--- config.mk ---
export PLATFORM = sky130hd
export DESIGN_NAME = serial_adder_v
export DESIGN_NICKNAME = d
export VERILOG_FILES = /design/src/rtl/serial_adder_v.sv
export SDC_FILE = /design/constraint.sdc
export NUM_CORES = 1
export LEC_CHECK = 0
export BUFFER_PORTS_ARGS = -buffer_cell sky130_fd_sc_hd__buf_4
export CORE_ASPECT_RATIO = 0.6
export CORE_MARGIN = 4
export CORE_UTILIZATION = 41
export CTS_CLUSTER_DIAMETER = 40
export DETAILED_ROUTE_END_ITERATION = 16
export PLACE_DENSITY_LB_ADDON = 0.05
export SLEW_MARGIN = 10
export SYNTH_ARGS = -nofsm -noshare
export SYNTH_HDL_FRONTEND = slang
export SYNTH_SLANG_ARGS = --single-unit
--- constraint.sdc ---
create_clock -name i_clk -period 2.78 [get_ports i_clk]
set_input_delay 0.139 -clock i_clk [delete_from_list [all_inputs] [get_ports i_clk]]
set_output_delay 0.139 -clock i_clk [all_outputs]
set_load 0.05 [all_outputs]
--- src/rtl/serial_adder_v.sv ---
// Bit-serial adder: sums two WIDTH-bit operands plus carry-in, one bit per clock, LSB first.
// A single full_adder_v cell does all the arithmetic; the FSM sequences operands through it.

module full_adder_v (
    input  logic i_a,
    input  logic i_b,
    input  logic i_c,
    output logic o_s,
    output logic o_c
);
    assign o_s = i_a ^ i_b ^ i_c;
    assign o_c = (i_a & i_b) | (i_c & (i_a ^ i_b));
endmodule

// state | meaning
// IDLE  | waiting for i_start; outputs hold the last result
// RUN   | one operand bit pair consumed per cycle, WIDTH cycles total
// DONE  | result valid, o_done high; i_start here chains the next add
module serial_adder_v #(
    parameter int unsigned WIDTH = 8
) (
    input  logic             i_clk,
    input  logic             i_rst_n,
    input  logic             i_start,
    input  logic [WIDTH-1:0] i_a,
    input  logic [WIDTH-1:0] i_b,
    input  logic             i_carry,
    output logic             o_busy,
    output logic             o_done,
    output logic [WIDTH-1:0] o_sum,
    output logic             o_carry
);
    localparam int unsigned CW = $clog2(WIDTH + 1);
    localparam logic [CW-1:0] CNT_LAST = CW'(WIDTH - 1);

    typedef enum logic [1:0] {
        S_IDLE = 2'd0,
        S_RUN  = 2'd1,
        S_DONE = 2'd2
    } state_t;

    state_t           state;
    state_t           state_nxt;
    logic [WIDTH-1:0] a_sr;
    logic [WIDTH-1:0] b_sr;
    logic [WIDTH-1:0] sum_sr;
    logic [WIDTH-1:0] sum_shift;
    logic             carry_q;
    logic [CW-1:0]    cnt;
    logic             fa_s;
    logic             fa_co;
    logic             accept;
    logic             last_bit;

    full_adder_v u_fa (
        .i_a (a_sr[0]),
        .i_b (b_sr[0]),
        .i_c (carry_q),
        .o_s (fa_s),
        .o_c (fa_co)
    );

    // New sum bit enters at the MSB so the word is aligned after WIDTH shifts.
    assign sum_shift = (sum_sr >> 1) | (WIDTH'(fa_s) << (WIDTH - 1));

    always_ff @(posedge i_clk or negedge i_rst_n) begin
        if (!i_rst_n) begin
            state <= S_IDLE;
        end else begin
            state <= state_nxt;
        end
    end

    always_comb begin
        state_nxt = state;
        accept    = 1'b0;
        last_bit  = 1'b0;
        case (state)
            S_IDLE, S_DONE: begin
                if (i_start) begin
                    state_nxt = S_RUN;
                    accept    = 1'b1;
                end else begin
                    state_nxt = S_IDLE;
                end
            end
            S_RUN: begin
                last_bit = (cnt == CNT_LAST);
                if (last_bit) begin
                    state_nxt = S_DONE;
                end
            end
            default: state_nxt = S_IDLE;
        endcase
    end

    always_ff @(posedge i_clk or negedge i_rst_n) begin
        if (!i_rst_n) begin
            a_sr    <= '0;
            b_sr    <= '0;
            sum_sr  <= '0;
            carry_q <= 1'b0;
            cnt     <= '0;
            o_sum   <= '0;
            o_carry <= 1'b0;
        end else if (accept) begin
            a_sr    <= i_a;
            b_sr    <= i_b;
            carry_q <= i_carry;
            cnt     <= '0;
        end else if (state == S_RUN) begin
            a_sr    <= a_sr >> 1;
            b_sr    <= b_sr >> 1;
            sum_sr  <= sum_shift;
            carry_q <= fa_co;
            cnt     <= cnt + CW'(1);
            // Outputs move only once the whole word is complete.
            if (last_bit) begin
                o_sum   <= sum_shift;
                o_carry <= fa_co;
            end
        end
    end

    assign o_busy = (state == S_RUN);
    assign o_done = (state == S_DONE);

endmodule
==> run_results.csv, run 1 <==
group,metric,value,unit
outcome,status,"complete, no violations",
route,drc_errors,0,
cts,clk_pin_slew,0.07,ns
route,firstDrtPassIters,4,
cts,cts_made_buffers,5,
die,start_util,0.4354,
route,viasPerCell,4.933,
synthesis,synth_nets,182,
placed_design,postPlaceCellArea,0.001894,mm^2
sta,worstMarginPinSlew,1.072,ns
final_layout,layout-drive-gt1-share,0.2618,
worst_setup_path,r2r_start,"state[1]$_DFFE_PN0P_",
synthesis,synth_edf_count,0,
worst_setup_path,critPathBufInv,3,
die,die_area,0.005106,mm^2
global_routing,grt_remaining_overflow,0,
global_routing,grt_util_all_layers,0.1443,
final_layout,nets,213,
sta,hold_violations,0,
die,top_level_ports,31,
sta,final-setup-viol-count,0,
worst_setup_path,critical-path-max-stage-delay,0.43,ns
cts,post_cts_buffers,0,
synthesis,synth_area_per_cell,10.24,um^2
cts,tritoncts,"built",
power,powerDensity,1248,mW/mm^2
synthesis,synth-seq-area-share,0.5954,
min_path,min_to,"a_sr[1]$_DFFE_PN0P_",
cts,insertion_delay,0.29,ns
synthesis,postSynth.asyncResetShare,1.000,
worst_setup_path,critPathTopFamily,"buffers and inverters",
placed_design,hpwl,2.231,mm
placed_design,gp_congestion,0.6989,
worst_setup_path,cp_slowest_cell,"inv_1",
sta,slew_headroom,0.2855,
placed_design,io_buffers,30,
final_layout,finish.utilization,0.5291,
synthesis,synth.distinct_cells,22,
worst_setup_path,path_class,"reg -> out",
cts,htree_levels,2,
cts,clockRootBuffer,"clkbuf_8",
worst_setup_path,cp.arrival,2.00,ns
global_routing,grt_start_max_net_pins,40,
power,vdd_drop_max,532.7,uV
sta,fmax,468.0,MHz
synthesis,ys_ff_latch,39,
final_layout,diodes,0,
worst_setup_path,reg2reg_depth,5,
worst_setup_path,r2r-end,"cnt[3]$_DFFE_PN0P_",
sta,finalSetupTns,0,ns
cts,clockBufferDepth,2,
synthesis,synthFlopType,"dfrtp_1",
worst_setup_path,path_cells,"nand2b_1, inv_1, buf_4, buf_4",
cts,cts.sinks,39,
worst_setup_path,r2r_slack,0.91,ns
min_path,holdPathStages,3,
route,ant_nets,0,
worst_setup_path,critPathMaxFanout,17,
synthesis,syn_area,0.001639,mm^2
synthesis,synthCells,160,
die,die_w,89.63,um
final_layout,area_growth,21.53,%
sta,grt_setup_unrepaired,"false",
global_routing,grt_pass1_vias,1178,
route,wirelength,3.283,mm
sta,finClkSkew,0.004157,ns
die,core-area,0.003765,mm^2
min_path,min_path_type,"in -> reg",
global_routing,grt_first_pass_wirelength,5.506,mm
sta,fin_crit_sh,0.7685,
die,placementRows,17,
worst_setup_path,cp-end-kind,"primary output",
final_layout,final_area,0.001992,mm^2
job,drv_cap,0,
worst_setup_path,start_kind,"flop",
min_path,hp-start,"i_a[1]",
route,vias,1174,
route,drt_iter0_markers,41,
die,die_h,56.98,um
cts,cts_resized,0,
worst_setup_path,crit_required,2.64,ns
power,leakage,0.9727,nW
sta,min_period,2.137,ns
route,wl_per_cell,13.79,um
sta,drv_slew,0,
worst_setup_path,cp_common_cell,"buf_4",
global_routing,antenna_found_initial,0,
synthesis,ys_warn_count,0,
placed cells by master, fill, tap and decap left out, types with 2 or more instances in the layout:
cell and count:
a22o_1 2, a22oi_1 3, a31oi_1 12, buf_4 32
clkbuf_8 6, dfrtp_1 39, mux2_2 10, mux2i_1 2
nand2_1 54, nand2b_1 2, nand3_1 4, nor2_1 13
o21ai_0 2
tightest hold or removal path, delay by kind of cell:
kind,cells,cell delay (ns)
buf+inv,1,0.08
simple gates,1,0.05
compound gates,1,0.05
per-layer routing:
metal / track usage / wire [um]
met1: 0.2068 / 1640
met2: 0.2052 / 1413
met3: 0.04185 / 168
met4: 0.05732 / 59
met5: 0 / 0
sequential cells by signal, indices dropped and copies added (netlist names):
| signal | flops |
|---|---|
| o_carry | 1 |
| a_sr | 8 |
| carry_q | 1 |
| state | 2 |
| cnt | 4 |
| b_sr | 8 |
| sum_sr | 7 |
| o_sum | 8 |
stage by stage:
| stage | instances | hold slack, ns | setup WS [ns] | power, mW |
|---|---|---|---|---|
| after floorplan | 160 | -0.1566 | 1.316 | 1.818 |
| after global placement | 230 | 0.1338 | 0.9843 | 2.094 |
| after detailed placement | 230 | 0.1402 | 0.9176 | 2.125 |
| after CTS | 238 | 0.05996 | 0.6434 | 2.515 |
| after global routing | 238 | 0.06091 | 0.4553 | 2.684 |
| final | 238 | 0.06307 | 0.6434 | 2.485 |
synthesized netlist by cell type (all sizes together) (2+ instances only):
cell type / count / area share
mux2: 10 / 0.069
nand2: 54 / 0.12
a22oi: 3 / 0.014
nand3: 4 / 0.012
mux2i: 2 / 0.012
dfrtp: 39 / 0.60
nand2b: 2 / 0.0076
clkbuf: 6 / 0.014
a22o: 2 / 0.011
a31oi: 12 / 0.046
buf: 3 / 0.013
nor2: 13 / 0.030
o21ai: 2 / 0.0061
final cells by class:
cell class	count	area [um^2]
fill	349	1773
multi-input combinational	111	615.6
tap	47	58.81
inverter	1	3.754
sequential	39	975.9
clock inverter	1	5.005
clock buffer	6	82.58
timing repair buffer	33	250.2
how the worst max path moves through the flow:
stage	startpoint	endpoint	slack [ns]	cells past startpoint
floorplan	state[1]$_DFFE_PN0P_	state[0]$_DFFE_PN0P_	1.32	7
finish	state[1]$_DFFE_PN0P_	o_busy	0.64	4
CTS	state[1]$_DFFE_PN0P_	o_busy	0.64	4
global placement	state[1]$_DFFE_PN0P_	cnt[3]$_DFFE_PN0P_	0.98	5
global route	state[1]$_DFFE_PN0P_	o_busy	0.46	4
detailed placement	state[1]$_DFFE_PN0P_	cnt[3]$_DFFE_PN0P_	0.92	5
logic make-up (layout without fill, tap and decap cells):
group           after synthesis  after routing  synth area share
simple gates                 77             77            0.1954
flops                        39             39            0.5954
compound gates               20             20           0.07939
mux                          12             12           0.08092
buf+inv                      10             41           0.02900
fa+ha+maj                     2              2           0.01985
what timing repair did:
action                                  in CTS  in global routing
hold buffers                                 1                  0
endpoints found under the setup margin       0                  0
hold endpoints to repair                    39                  0
power breakdown:
group	internal, mW	switching (mW)
registers	0.835	0.166
logic	0.408	0.692
clock network	0.195	0.190
total	1.44	1.05
Note: power is estimated with default switching activity, not from simulation.
==> inputs of run 2 (changes only) <==
==> constraint.sdc (replaced) <==
create_clock -name i_clk -period 1.85 [get_ports i_clk]
set_input_delay 0.0925 -clock i_clk [delete_from_list [all_inputs] [get_ports i_clk]]
set_output_delay 0.0925 -clock i_clk [all_outputs]
set_load 0.05 [all_outputs]
==> run_results.csv, run 2 (synthesis results as in run 1) <==
group,metric,value,unit
die,top_level_ports,31,
worst_setup_path,cp.arrival,1.51,ns
final_layout,nets,218,
power,vdd_drop_max,940.9,uV
route,wl_per_cell,12.97,um
worst_setup_path,critical-path-max-stage-delay,0.37,ns
die,die_h,56.98,um
placed_design,postPlaceCellArea,0.001932,mm^2
sta,worstMarginPinSlew,0.4778,ns
power,p_int,2.355,mW
worst_setup_path,critPathMaxFanout,11,
power,p_sw,1.584,mW
power,p_clk_frac,0.183,
cts,post_cts_buffers,0,
route,vias,1218,
final_layout,final_common_cell,"nand2_1",
global_routing,grt_first_pass_wirelength,5.388,mm
sta,finalSetupTns,0,ns
global_routing,antenna_found_initial,0,
final_layout,final_area,0.002059,mm^2
final_layout,layout-drive-gt1-share,0.2843,
route,viasPerCell,4.992,
worst_setup_path,path_cells,"nand2b_1, buf_4, inv_1, buf_4, buf_4",
final_layout,fillCellCount,367,
cts,clk_pin_slew,0.07,ns
final_layout,largestRegisters,"a_sr (8), b_sr (8), o_sum (8)",
worst_setup_path,cp-end-kind,"primary output",
cts,clockRootBuffer,"clkbuf_8",
cts,cts_resized,0,
cts,clockBufferDepth,2,
worst_setup_path,crit_required,1.76,ns
die,die_area,0.005106,mm^2
sta,final-setup-viol-count,0,
sta,postLayoutSetupSlackWorst,0.2493,ns
power,pwr-share-seq,0.381,
cts,insertion_delay,0.29,ns
sta,fmax,624.7,MHz
final_layout,multi_input_area,615.6,um^2
final_layout,final_cell_mix,"nand2_1, dfrtp_1, buf_4",
power,power_frac_comb,0.436,
route,firstDrtPassIters,4,
placed_design,hpwl,2.262,mm
final_layout,ff_latch_area,975.9,um^2
sta,fin_crit_sh,0.8652,
cts,htree_levels,2,
worst_setup_path,start_kind,"flop",
placed_design,place_ws,0.2746,ns
final_layout,diodes,0,
outcome,status,"complete, no violations",
global_routing,grt_start_max_net_pins,40,
route,drc_errors,0,
die,start_util,0.4354,
final_layout,area_growth,25.65,%
route,ant_nets,0,
worst_setup_path,cp_slowest_cell,"dfrtp_1",
die,core-area,0.003765,mm^2
power,power.share.switching,0.4021,
sta,grt_setup_unrepaired,"false",
worst_setup_path,critPathBufInv,4,
placed_design,place_inst,235,
global_routing,grt_pass1_vias,1154,
cts,ctsHoldBuffers,1,
route,wirelength,3.165,mm
sta,drv_slew,0,
global_routing,grt_util_all_layers,0.1388,
cts,cts.sinks,39,
worst_setup_path,critPathTopFamily,"buffers and inverters",
sta,hold_violations,0,
sta,finClkSkew,0.004633,ns
sta,min_period,1.601,ns
cts,tritoncts,"built",
power,leakage,1.010,nW
cts,cts_made_buffers,5,
final_layout,stdcell_count,244,
min_path,min_path_type,"in -> reg",
placed_design,io_buffers,30,
worst_setup_path,path_class,"reg -> out",
sta,slew_headroom,0.6815,
global_routing,grt_remaining_overflow,0,
power,powerDensity,1913,mW/mm^2
job,drv_cap,0,
worst_setup_path,cp_common_cell,"buf_4",
placed_design,gp_congestion,0.6987,
die,placementRows,17,
route,drt_iter0_markers,57,
die,die_w,89.63,um
run 2: changes by cell type in the layout (fill, tap and decap cells not counted), sizes merged:
cell,previous run,this run
bufinv,0,1
buf,32,37
run 2: power groups by stage:
stage          Sequential [mW]  Clock [mW]  Combinational [mW]
4_1_cts                   1.50       0.738                1.75
5_1_grt                   1.55       0.770                1.90
2_1_floorplan             1.79           0               0.944
6_report                  1.50       0.722                1.72
3_3_place_gp              1.50           0                1.70
3_5_place_dp              1.52           0                1.73
run 2: layout make-up:
type	instances	area share
Tap cell	47	0.02855
Timing Repair Buffer	38	0.1397
Inverter	1	0.001823
Sequential cell	39	0.4739
Clock buffer	6	0.04010
Clock inverter	2	0.01701
Multi-Input combinational cell	111	0.2989
run 2: stage by stage:
step                power [mW]  utilization  hold slack (ns)
floorplan                2.731            -          -0.2031
global route             4.217       0.5470          0.01789
global placement         3.199       0.5131          0.08869
CTS                      3.987       0.5470          0.01088
finish                   3.939       0.5470          0.01995
detailed placement       3.250       0.5131          0.09148
run 2: path summary, 6_finish.rpt:
path / startpoint / to / slack, ns / depth (start not counted)
min in group asynchronous: i_rst_n / o_sum[1]$_DFFE_PN0P_ / 0.30 / 2
hold reg to reg: sum_sr[1]$_DFFE_PN0P_ / sum_sr[1]$_DFFE_PN0P_ / 0.49 / 2
max in group asynchronous: i_rst_n / cnt[0]$_DFFE_PN0P_ / 1.21 / 2
setup / recovery: state[1]$_DFFE_PN0P_ / o_busy / 0.25 / 5
hold / removal: i_a[1] / a_sr[1]$_DFFE_PN0P_ / 0.02 / 3
setup reg to reg: cnt[0]$_DFFE_PN0P_ / o_sum[5]$_DFFE_PN0P_ / 0.29 / 4
run 2: metal layers:
layer | wire, um | track usage | vias to the layer above
li1 | - | - | 608
met1 | 1597 | 0.1956 | 584
met2 | 1375 | 0.1969 | 18
met3 | 132 | 0.04040 | 8
met4 | 61 | 0.06369 | 0
met5 | 0 | 0 | -
run 2: tightest hold or removal path, cell delays in order:
cell	delay, ns
buf_4	0.08
a22oi_1	0.05
nand2_1	0.06
